**src/rtl/image_window_mem.sv**
```systemverilog
// image_window_mem: IMG_H x IMG_W pixel store with a 1-cycle random read port and a KxK window streamer.
// Optional IMAGE_WINDOW_ZERO_PAD_EN: windows run over the image framed by (K-1)/2 zero pixels per side.
//
//   state   | meaning
//   IDLE    | waiting for start, writes accepted
//   FETCH   | copying one window tap per cycle into o_data
//   PRESENT | window held on o_data/o_row/o_col until o_ready
module image_window_mem #(
   parameter int DATA_W = 8,
   parameter int IMG_W  = 6,
   parameter int IMG_H  = 6,
   parameter int K      = 3,
   parameter int STRIDE = 1,
   localparam int ADDR_W = $clog2(IMG_W*IMG_H),
   localparam int ROW_W  = $clog2(IMG_H+K),
   localparam int COL_W  = $clog2(IMG_W+K)
) (
   input  logic                  clk,
   input  logic                  rstn,
   input  logic                  wr,
   input  logic [ADDR_W-1:0]     waddr,
   input  logic [DATA_W-1:0]     wdata,
   output logic                  wr_err,
   input  logic [ADDR_W-1:0]     rd_addr,
   output logic [DATA_W-1:0]     rdata,
   input  logic                  start,
   output logic                  busy,
   output logic                  done,
   output logic                  o_valid,
   input  logic                  o_ready,
   output logic [K*K*DATA_W-1:0] o_data,
   output logic [ROW_W-1:0]      o_row,
   output logic [COL_W-1:0]      o_col
);

   localparam int DEPTH = IMG_W*IMG_H;
   localparam int TAPS  = K*K;
   localparam int TAP_W = $clog2(TAPS+1);
`ifdef IMAGE_WINDOW_ZERO_PAD_EN
   localparam int P       = (K-1)/2;
   localparam int FRAME_H = IMG_H + 2*P;
   localparam int FRAME_W = IMG_W + 2*P;
`else
   localparam int FRAME_H = IMG_H;
   localparam int FRAME_W = IMG_W;
`endif
   // top-left corner of the last window that still fits entirely in the frame
   localparam int LAST_ROW = ((FRAME_H-K)/STRIDE)*STRIDE;
   localparam int LAST_COL = ((FRAME_W-K)/STRIDE)*STRIDE;

   typedef enum logic [1:0] {IDLE, FETCH, PRESENT} state_t;

   state_t            state;
   logic [DATA_W-1:0] mem [DEPTH];
   logic [ROW_W-1:0]  ti;
   logic [COL_W-1:0]  tj;
   logic [TAP_W-1:0]  tap_cnt;
   logic [ROW_W-1:0]  pr;
   logic [COL_W-1:0]  pc;
   logic [DATA_W-1:0] tap_val;
   logic              wr_ok;
   logic              last_tap;
   logic              last_win;
   logic              wrap_col;

   assign wr_ok    = wr && !busy && (32'(waddr) < DEPTH);
   assign last_tap = (tap_cnt == TAP_W'(TAPS-1));
   assign last_win = (32'(o_row) == LAST_ROW) && (32'(o_col) == LAST_COL);
   assign wrap_col = (32'(o_col) + STRIDE > LAST_COL);

   always_comb begin
      pr      = o_row + ti;
      pc      = o_col + tj;
      tap_val = '0;
`ifdef IMAGE_WINDOW_ZERO_PAD_EN
      if ((32'(pr) >= P) && (32'(pr) < IMG_H+P) && (32'(pc) >= P) && (32'(pc) < IMG_W+P))
         tap_val = mem[ADDR_W'((32'(pr)-P)*IMG_W + (32'(pc)-P))];
`else
      tap_val = mem[ADDR_W'(32'(pr)*IMG_W + 32'(pc))];
`endif
   end

   always_ff @(posedge clk) begin
      if (wr_ok)
         mem[waddr] <= wdata;
   end

   always_ff @(posedge clk or negedge rstn) begin
      if (!rstn) begin
         rdata  <= '0;
         wr_err <= 1'b0;
      end else begin
         wr_err <= wr && !wr_ok;
         rdata  <= (32'(rd_addr) < DEPTH) ? mem[rd_addr] : '0;
      end
   end

   always_ff @(posedge clk or negedge rstn) begin
      if (!rstn) begin
         state   <= IDLE;
         busy    <= 1'b0;
         done    <= 1'b0;
         o_valid <= 1'b0;
         o_data  <= '0;
         o_row   <= '0;
         o_col   <= '0;
         ti      <= '0;
         tj      <= '0;
         tap_cnt <= '0;
      end else begin
         done <= 1'b0;
         case (state)
            IDLE: begin
               if (start) begin
                  state   <= FETCH;
                  busy    <= 1'b1;
                  o_row   <= '0;
                  o_col   <= '0;
                  ti      <= '0;
                  tj      <= '0;
                  tap_cnt <= '0;
               end
            end
            FETCH: begin
               o_data[DATA_W*32'(tap_cnt) +: DATA_W] <= tap_val;
               tap_cnt <= tap_cnt + 1'b1;
               if (32'(tj) == K-1) begin
                  tj <= '0;
                  ti <= ti + 1'b1;
               end else begin
                  tj <= tj + 1'b1;
               end
               if (last_tap) begin
                  state   <= PRESENT;
                  o_valid <= 1'b1;
                  tap_cnt <= '0;
                  ti      <= '0;
                  tj      <= '0;
               end
            end
            PRESENT: begin
               if (o_ready) begin
                  o_valid <= 1'b0;
                  if (last_win) begin
                     state <= IDLE;
                     busy  <= 1'b0;
                     done  <= 1'b1;
                  end else begin
                     state <= FETCH;
                     if (wrap_col) begin
                        o_col <= '0;
                        o_row <= o_row + ROW_W'(STRIDE);
                     end else begin
                        o_col <= o_col + COL_W'(STRIDE);
                     end
                  end
               end
            end
            default: state <= IDLE;
         endcase
      end
   end

endmodule
```
**config.mk**
```make
export PLATFORM = sky130hd
export DESIGN_NAME = image_window_mem
export DESIGN_NICKNAME = d
export VERILOG_FILES = /design/src/rtl/image_window_mem.sv
export SDC_FILE = /design/constraint.sdc
export NUM_CORES = 1
export LEC_CHECK = 0
export CORE_MARGIN = 8
export CORE_UTILIZATION = 57
export CTS_CLUSTER_DIAMETER = 40
export CTS_CLUSTER_SIZE = 25
export DETAILED_ROUTE_END_ITERATION = 8
export DONT_BUFFER_PORTS = 1
export PLACE_DENSITY = 0.7
export SLEW_MARGIN = 20
export SYNTH_ARGS = -nofsm -noshare
export SYNTH_HDL_FRONTEND = slang
export SYNTH_SLANG_ARGS = --single-unit
```
**constraint.sdc**
```tcl
create_clock -name clk -period 7.4 [get_ports clk]
set_clock_uncertainty 0.1 [all_clocks]
set_input_delay 0.37 -clock clk [delete_from_list [all_inputs] [get_ports clk]]
set_output_delay 0.37 -clock clk [all_outputs]
set_load 0.01 [all_outputs]
```
==> impl_summary.md <==
Job
The number of maximum-capacitance constraint violations is 0.

Yosys
Synthesis produced a netlist with a net count of 1109. The Yosys warning count is 0. After synthesis the netlist holds a flip-flop and latch count of 394. Of all cell types, the one taking the most synthesized area is edfxtp_1. Dividing the synthesized area by the synthesized cell count gives 17.23 sq um.

In the synthesized netlist the async set-or-reset flop fraction comes to 26.90%. The sequential element share of the synthesized area is 62.07%. The synthesized netlist contains 48 unique library cells.

In this run the biggest area consumer among cell types represents 47.50% of the synthesized area. The synthesized design contains 288 enable-type register cells. By area the synthesized netlist is led by edfxtp_1 (47%), mux4_2 (21%), dfrtp_1 (15%).

The number of cells produced by synthesis is 1057. The dominant register cell in the synthesized netlist is edfxtp_1. In this run the cell area of the synthesized design comes to 18210 sq um.

Critical path
The setup path with the least slack is of type flop to flop. STA classifies the critical path endpoint as a flop. The count of cells along the worst register-to-register path is 10. The critical path goes through ha_1 > fa_1 > ha_1 > fa_2 > buf_4 > mux4_2 > mux2_2 > mux4_2 > mux2i_4 > o21ai_1. In this run the critical register-to-register path is captured at o_data[5]$_DFFE_PN0P_. The largest stage delay on the critical path is 1.05 ns. The worst setup path is launched from a flop. The startpoint of the most critical register-to-register path is o_row[0]$_DFFE_PN0P_. The kind of cell adding the most delay to the critical path is adder cells. Data on the critical path arrives at its endpoint at 5.64 ns. The master of the slowest instance on the critical path is fa_2. The number of buffers and inverters on the critical path is 1.

Counting buffers and inverters, the worst setup path is 10 cells deep. The critical path data required time is 7.69 ns. Along the worst path, the maximum fanout reaches 40.

The reg-to-reg setup timing slack is 2.05 ns.

Routing
The routed design has 43.88 mm of wire. Dividing the detail-routed wire length by the instance count gives 29.06 microns. Dividing the detail-routed via count by the number of cells gives 6.676. In the routed design, unresolved DRC markers number 0.

The number of search-and-repair iterations in the first detailed-routing pass is 5. The via count is 10081. The first routing iteration left 869 violations.

The number of nets with antenna violations after detailed routing is 0.

Timing
Adding up every negative setup slack in the final design gives 0 ns. Setup violations remaining at the end of the flow were counted as 0. The max-slew violation count came to 0.

Counting I/O delays and the setup requirement, the final critical path takes 5.347 ns. The final number of hold-violating endpoints is 0. The peak clock frequency supported by timing is 187.0 MHz. Final hold analysis gives a worst-case slack of 0.03427 ns. Measured against its own limit, the worst slew margin works out to 23.60%.

Setup repair after global routing left no endpoint under its margin. Of the available clock period, the critical path in the final layout requires 72.26%. At the pin with the least slew margin, the transition time is 1.142 ns.

Clocking
The clock sink count is 394. TritonCTS built the clock tree. Gates resized during post-CTS repair numbered 0. The clock passes through at most 3 buffers.

The clock insertion delay at the later pin of the skew report is 0.54 ns. Clock-pin slew was measured on the worst setup and hold paths at 0.06 ns. The H-tree generated during clock tree synthesis spans 2 levels.

Clock tree synthesis inserted a total of 45 buffers. The cell sitting at the root of the clock tree is a clkbuf_16.

Place
The final estimated routing congestion in global placement is 0.8540. The HPWL after detailed placement is 28.43 mm. Input and output buffers added on the ports amount to 0. In this run the cell area measured after placement is 18520 sq um.

Global routing
The residual overflow from global routing is 0. The number of antenna violations at the first check in global routing came to 2. For this run, the total global-route usage over all layers was measured as 23.29%. For this run, global-route usage on met1 was measured as 30.71%. In the global route stage, met2 resource usage came out at 35.89%.

The first-pass GRT wire length is 66.58 mm. The number of global-route vias before repair came to 10154. Entering global routing, the biggest net connects 107 pins.

For met3 alone, demand over resource in global routing was 7.652%. The busiest layer in global routing is met2.

Final layout
The cell area after layout is 20310 sq um. The top cell types in the final layout, fill and taps aside, are edfxtp_1 (288), mux4_2 (167), dfrtp_1 (106). At the end of the flow, the number of nets in the layout was 1126. The share of post-route cells with drive strength above 1 is 27.98%. The library cell used most frequently in the layout, excluding fill and tap cells, is edfxtp_1.

The relative area change from synthesis to final layout is 11.55%. The repair_antennas step left the layout with diodes totalling 0.

Power
The leakage dissipation is 7.208 nW. The worst ir drop on vdd is 0.0002946 V. The ratio of total power to cell area is 419.4 nW/um^2.

Status
The flow ran to the end, and the final reports show no timing, DRC or antenna violations.

Floorplanning
The number of core rows is 65. The total I/O pin count is 117. The effective utilization at floorplan is 57.85%. The height of the die is 194.7 microns. The total area inside the core boundary comes to 31470 sq um. The die covers 37920 sq um. Measured along the x axis, the die boundary spans 194.7 microns.

Worst hold path
The classification of the worst-slack hold path is primary input to flop. The hold path startpoint is wdata[0]. Along the worst hold path, the cell count comes to 1. The hold path endpoint is mem[30][0]$_DFFE_PP_.
-- sequential cells by signal (all words and copies together) (netlist names), 4 cells and up --
register / flops
rdata: 8
tap_cnt: 4
tj: 4
ti: 4
o_row: 4
o_data: 72
o_col: 4
mem: 288
-- per-stage QoR --
step	std cells	total power [W]	setup WS [ns]	utilization, %
2_1_floorplan	1057	0.005245	3.092	-
3_3_place_gp	1415	0.006157	2.111	58.83
3_5_place_dp	1415	0.006184	2.074	58.83
4_1_cts	1510	0.008551	2.049	64.53
5_1_grt	1510	0.008882	1.842	64.53
6_report	1510	0.008519	2.053	64.53
-- layer usage --
layer / vias up / wire, microns / share of wire (%)
li1: 4282 / - / -
met1: 5222 / 16930 / 39
met3: 92 / 4840 / 11
met5: - / 143 / 0.33
met2: 479 / 20500 / 47
met4: 6 / 1474 / 3.4
-- worst register-to-register path, delay by kind of cell, from the launching register on --
kind	cells	cell delay, ns
adders and majority gates	4	2.19
muxes	4	1.69
AOI/OAI and AO/OA	1	0.13
DFF	1	0.48
buffers and inverters	1	0.62
-- power breakdown --
group	switching [W]	total, W	leakage (nW)	internal, W
logic	0.00189	0.00336	2.45	0.00147
clock network	0.000943	0.00231	0.758	0.00136
registers	0.000284	0.00286	4.00	0.00257
-- cell type report --
| type | count | area (sq um) |
|---|---|---|
| fillers | 2142 | 11160 |
| flip-flops and latches | 394 | 11300 |
| repair buffers | 19 | 275.3 |
| well taps | 402 | 503.0 |
| clock buffers | 46 | 1130 |
| inverters | 24 | 90.09 |
| multi-input cells | 590 | 6585 |
| clock inverters | 35 | 426.7 |
-- cell usage after synthesis, types with 2 or more instances --
| library cell | n |
|---|---|
| or3_1 | 3 |
| edfxtp_1 | 288 |
| nand3_1 | 21 |
| dfrtp_1 | 106 |
| nor3b_1 | 3 |
| mux2_2 | 33 |
| inv_1 | 24 |
| o21ai_1 | 57 |
| ha_1 | 23 |
| nand2_1 | 96 |
| a21o_1 | 5 |
| o31ai_1 | 2 |
| and3_1 | 2 |
| clkbuf_1 | 26 |
| buf_6 | 7 |
| mux2i_1 | 17 |
| nand2b_1 | 4 |
| xnor2_1 | 6 |
| nor3_1 | 8 |
| buf_2 | 7 |
| nor2_1 | 56 |
| or3b_2 | 3 |
| nand4_1 | 5 |
| buf_1 | 8 |
| a21oi_1 | 11 |
| mux2i_4 | 8 |
| a22oi_1 | 7 |
| and2_1 | 3 |
| nand3b_1 | 5 |
| xor2_1 | 8 |
| o21ai_0 | 16 |
| nor2b_1 | 4 |
| fa_1 | 4 |
| mux4_2 | 167 |
-- kinds of logic after synthesis --
logic type               count (synthesis)  synth area share [%]
flip-flops                             394                 62.07
multiplexers                           225                 24.62
AND/OR/NAND/NOR                        217                 5.326
AO/OA/AOI/OAI                          105                 3.189
buffers and inverters                   73                 1.862
adder cells (fa/ha/maj)                 27                 2.020
XOR/XNOR                                16                0.9140
-- worst max-delay path by stage --
| stage | start | slack, ns | to |
|---|---|---|---|
| global placement | o_row[0]$_DFFE_PN0P_ | 2.11 | o_data[5]$_DFFE_PN0P_ |
| floorplan | o_row[0]$_DFFE_PN0P_ | 3.09 | o_data[38]$_DFFE_PN0P_ |
| global route | o_row[0]$_DFFE_PN0P_ | 1.84 | o_data[33]$_DFFE_PN0P_ |
| CTS | o_row[0]$_DFFE_PN0P_ | 2.05 | o_data[38]$_DFFE_PN0P_ |
| finish | o_row[0]$_DFFE_PN0P_ | 2.05 | o_data[5]$_DFFE_PN0P_ |
| detailed placement | o_row[0]$_DFFE_PN0P_ | 2.07 | o_data[37]$_DFFE_PN0P_ |
-- repair_timing --
| action | 4_1_cts | 5_1_grt |
|---|---|---|
| hold buffers | 14 | 0 |
| setup buffers | 0 | 0 |
| hold endpoints to repair | 407 | 0 |
Power figures use the tool's default switching activity.
